## src/rtl/wide_add_seq.sv

```systemverilog
// rtl/wide_add_seq.sv - multi-word addition sequencer feeding an external W-bit adder stage
// Operands are issued LSW first; each word's carry-out feeds the next word's carry-in.
module wide_add_seq #(
    parameter int W       = 64,
    parameter int NWORDS  = 4,
    parameter int ADD_LAT = 2
) (
    input  logic                  clk,
    input  logic                  rst_n,
    input  logic                  in_valid,
    output logic                  in_ready,
    input  logic [W*NWORDS-1:0]   in_a,
    input  logic [W*NWORDS-1:0]   in_b,
    input  logic                  in_cin,
    output logic [W-1:0]          add_a,
    output logic [W-1:0]          add_b,
    output logic                  add_cin,
    output logic                  add_issue,
    input  logic [W-1:0]          add_sum,
    input  logic                  add_cout,
    output logic                  out_valid,
    input  logic                  out_ready,
    output logic [W*NWORDS-1:0]   out_sum,
    output logic                  out_cout
);

    localparam int TW   = W * NWORDS;
    localparam int IDXW = (NWORDS > 1) ? $clog2(NWORDS) : 1;
    localparam logic [IDXW-1:0] LAST_IDX = IDXW'(NWORDS - 1);
    localparam logic [3:0]      CNT_INIT = (ADD_LAT > 0) ? 4'(ADD_LAT - 1) : 4'd0;

    typedef enum logic [1:0] {
        IDLE,
        ISSUE,
        WAIT,
        DONE
    } state_t;

    state_t          state_q, state_d;
    logic [TW-1:0]   a_q, a_d;
    logic [TW-1:0]   b_q, b_d;
    logic [TW-1:0]   sum_q, sum_d;
    logic            carry_q, carry_d;
    logic            cout_q, cout_d;
    logic [IDXW-1:0] idx_q, idx_d;
    logic [3:0]      cnt_q, cnt_d;
    logic            capture;

    always_ff @(posedge clk or negedge rst_n) begin
        if (!rst_n) begin
            state_q <= IDLE;
            a_q     <= '0;
            b_q     <= '0;
            sum_q   <= '0;
            carry_q <= 1'b0;
            cout_q  <= 1'b0;
            idx_q   <= '0;
            cnt_q   <= '0;
        end else begin
            state_q <= state_d;
            a_q     <= a_d;
            b_q     <= b_d;
            sum_q   <= sum_d;
            carry_q <= carry_d;
            cout_q  <= cout_d;
            idx_q   <= idx_d;
            cnt_q   <= cnt_d;
        end
    end

    // Adder drive is combinational from state so an ADD_LAT=0 adder can be sampled in ISSUE.
    always_comb begin
        state_d   = state_q;
        a_d       = a_q;
        b_d       = b_q;
        sum_d     = sum_q;
        carry_d   = carry_q;
        cout_d    = cout_q;
        idx_d     = idx_q;
        cnt_d     = cnt_q;
        add_a     = '0;
        add_b     = '0;
        add_cin   = 1'b0;
        add_issue = 1'b0;
        capture   = 1'b0;

        case (state_q)
            IDLE: begin
                if (in_valid) begin
                    a_d     = in_a;
                    b_d     = in_b;
                    carry_d = in_cin;
                    idx_d   = '0;
                    cnt_d   = '0;
                    state_d = ISSUE;
                end
            end
            ISSUE: begin
                add_a     = a_q[int'(idx_q)*W +: W];
                add_b     = b_q[int'(idx_q)*W +: W];
                add_cin   = carry_q;
                add_issue = 1'b1;
                if (ADD_LAT == 0) begin
                    capture = 1'b1;
                end else begin
                    cnt_d   = CNT_INIT;
                    state_d = WAIT;
                end
            end
            WAIT: begin
                if (cnt_q == 4'd0) begin
                    capture = 1'b1;
                end else begin
                    cnt_d = cnt_q - 4'd1;
                end
            end
            DONE: begin
                if (out_ready) begin
                    state_d = IDLE;
                end
            end
            default: state_d = IDLE;
        endcase

        // add_sum/add_cout are only trusted here; stale pipeline contents never reach the result.
        if (capture) begin
            sum_d[int'(idx_q)*W +: W] = add_sum;
            carry_d = add_cout;
            if (idx_q == LAST_IDX) begin
                cout_d  = add_cout;
                state_d = DONE;
            end else begin
                idx_d   = idx_q + 1'b1;
                state_d = ISSUE;
            end
        end
    end

    assign in_ready  = (state_q == IDLE);
    assign out_valid = (state_q == DONE);
    assign out_sum   = sum_q;
    assign out_cout  = cout_q;

endmodule
```

## config.mk

```make
export PLATFORM = sky130hd
export DESIGN_NAME = wide_add_seq
export DESIGN_NICKNAME = d
export VERILOG_FILES = /design/src/rtl/wide_add_seq.sv
export SDC_FILE = /design/constraint.sdc
export NUM_CORES = 1
export LEC_CHECK = 0
export BUFFER_PORTS_ARGS = -buffer_cell sky130_fd_sc_hd__clkbuf_2
export CELL_PAD_IN_SITES_DETAIL_PLACEMENT = 1
export CELL_PAD_IN_SITES_GLOBAL_PLACEMENT = 1
export CORE_AREA = 2 2 375 377
export DETAILED_ROUTE_END_ITERATION = 12
export DIE_AREA = 0 0 377 379
export GPL_ROUTABILITY_DRIVEN = 0
export PLACE_DENSITY_LB_ADDON = 0.12
export SLEW_MARGIN = 20
export SYNTH_ARGS = -nofsm -noshare
export SYNTH_HDL_FRONTEND = slang
export SYNTH_SLANG_ARGS = --single-unit
```

## constraint.sdc

```tcl
create_clock -name clk -period 2.95 [get_ports clk]
set_input_delay 0.295 -clock clk [delete_from_list [all_inputs] [get_ports clk]]
set_output_delay 0.295 -clock clk [all_outputs]
set_load 0.02 [all_outputs]
```

==> flow_summary.ini <==
[critical_path]
crit_type = flip-flop to primary output
cp-start-kind = flip-flop
critPathMaxStageDelay_ns = 0.51
end_kind = primary output
cp.arrival_ns = 2.52
path_cells = buf_12, buf_16, buf_8, mux4_2, and2_1, clkbuf_2
path_max_fanout = 9
slowest_stage = mux4_2
required_ns = 2.65

[timing]
timing.final.crit_period_ns = 2.82
final.setup_skew_ns = 0.0284
max_freq_mhz = 355
fin_ws_ns = 0.133
slew_headroom = 0.618
rsz0062_at_grt = yes
final_max_slew_viol_count = 0
hold_violations = 0
hold_slack_ns = 0.0984
final.period_utilization = 0.955
max_slew.worst_pin.slew_ns = 0.572
finalSetupViolCount = 0

[run]
cap_violations = 0

[die]
rows = 137
die_x_um = 377
core_um2 = 139000
floorplan.initialDensity = 0.242
dieHeight_um = 379
num_io_pins = 971
dieArea_um2 = 143000

[yosys]
ys_types = 30
synth_top_cell_area_share = 0.580
synth.area.top_cells = dfrtp_1 58%, mux2_2 17%, mux4_2 8.6%
synth_area_per_cell_um2 = 13.1
syn_nets = 3155
synth_seq_cells = 778
yosysSeqAreaShare = 0.580
ys.flop_type = dfrtp_1
yosysWarnings = 0
synth_edf_count = 0
synthCells = 2563
synth_top_cell_by_area = dfrtp_1
netlist_area_um2 = 33600
synthArstFlopShare = 1.00

[layout]
design_area_um2 = 50300
multi_input_area_um2 = 13200
layout-drive-gt1-share = 0.446
layout.nets = 4719
regArea_um2 = 19500
final_core_util = 0.362
syn2layout_area_growth_pct = 49.8
fill_cells = 15207
fin_cells = 6037

[grt]
grt_pass1_wl_um = 197000
grt-ovfl-total = 0
grt_util_all_layers = 0.187
antenna_found_initial = 42
grt_max_degree = 71
grt_pass1_vias = 28810

[placed_design]
placed_cell_area_um2 = 41000
dp_cells = 5245
hpwlAfterDp_um = 98900
port_buffers = 970
place_ws_ns = 0.558

[route]
viasPerCell = 4.31
wirelength_um = 136000
first_pass_iters = 5
wl_per_cell_um = 22.5
drc_errors = 0
ant_nets = 0
vias = 26029
drtIter0Drc = 847

[pwr]
power.leakage_nw = 23.0
power_density_nw_per_um2 = 1070
vdd_drop_max_uv = 698

[clock_tree]
clock_path_buffers = 3
clk_pin_slew_ns = 0.06
root_buffer = clkbuf_16
cts_tree = yes
cts.sinks = 778
clk_latency_ns = 0.69
numCtsBuffers = 98
htreeDepth = 3

[hold_path]
hold_class = input port to flip-flop

[outcome]
status = complete, no violations
worst paths after layout:
path,startpoint,endpoint,slack (ns),depth (start not counted)
worst max-delay path,idx_q[0],add_b[58],0.13,6
worst min-delay path,in_valid,cnt_q[2],0.1,4
worst max register to register,state_q[0],carry_q,0.49,7
worst min register to register,out_sum[202],out_sum[202],0.48,2
max in group asynchronous,rst_n,a_q[214],1.74,4
min in group asynchronous,rst_n,b_q[71],0.14,2
flip-flops by register name, indices dropped and copies added, names as in the netlist:
name and cells:
idx_q 2, state_q 2, a_q 256, b_q 256
out_cout 1, carry_q 1, cnt_q 4, out_sum 256
layer usage:
metal	vias up	part of all wire	GRT usage
met2	740	0.50	0.321
met4	22	0.030	0.0596
met3	203	0.065	0.0558
met5	-	0.0011	0
li1	12047	-	-
met1	13017	0.41	0.224
kinds of logic after synthesis:
kind of cell / count (synthesis) / synth area share
DFF: 778 / 0.580
muxes: 644 / 0.259
AOI/OAI and AO/OA: 273 / 0.0410
and+or+nand+nor: 667 / 0.0864
adders and majority gates: 10 / 0.00373
buffers and inverters: 191 / 0.0302
layout by cell type, fill, tap and decap left out, drive strengths merged:
cell type,n
a21o,2
a21oi,6
and2,129
buf,105
bufbuf,1
bufinv,4
clkbuf,1113
clkinv,11
clkinvlp,3
dfrtp,778
diode,31
dlygate4sd3,580
ha,10
inv,10
mux2,513
mux2i,3
mux4,128
nand2,522
nand3,1
nand3b,1
nor2b,4
nor3,4
nor3b,3
nor4,1
nor4bb,1
o21ai,264
o2bb2ai,1
or3,1
worst max-delay path, delay by kind of cell, from the launching register on:
kind,cells,cell delay (ns)
mux,1,0.51
simple gates,1,0.18
flops,1,0.47
buf+inv,4,0.66
area by class of cell:
cell class                 count  area share
sequential                   778       0.387
multi-input combinational   1594       0.262
timing repair buffer        1648       0.240
clock buffer                 151      0.0589
tap                         1807      0.0449
clock inverter                21     0.00512
antenna                       31     0.00154
inverter                       7    0.000522
stage by stage:
stage	TNS, ns	power (W)
after floorplan	0	0.0326
after global placement	0	0.0409
after detailed placement	0	0.0412
after CTS	-0.00671	0.0548
after global routing	-0.0512	0.0573
final	0	0.0538
repair_timing:
action,CTS,global route
setup buffers,3,3
resized for setup,14,10
endpoints found under the hold margin,936,0
endpoints found under the setup margin,104,13
hold buffers,580,0
gates cloned,3,0
synth_stat cells, types with 4 or more instances:
library cell / count
dfrtp_1: 778
nand2_1: 520
mux2_2: 512
o21ai_0: 214
and2_1: 129
mux4_2: 128
buf_2: 102
o21ai_1: 50
clkbuf_1: 49
buf_6: 21
ha_1: 10
clkbuf_2: 7
inv_1: 7
a21oi_1: 6
buf_1: 4
nor2b_1: 4
power breakdown:
part	internal (W)	switching, W	total [W]	leakage, nW
Clock	0.00723	0.00492	0.0121	1.58
Combinational	0.0107	0.0121	0.0227	11.9
Sequential	0.0160	0.00298	0.0190	9.47
(Power assumes the default switching activity.)
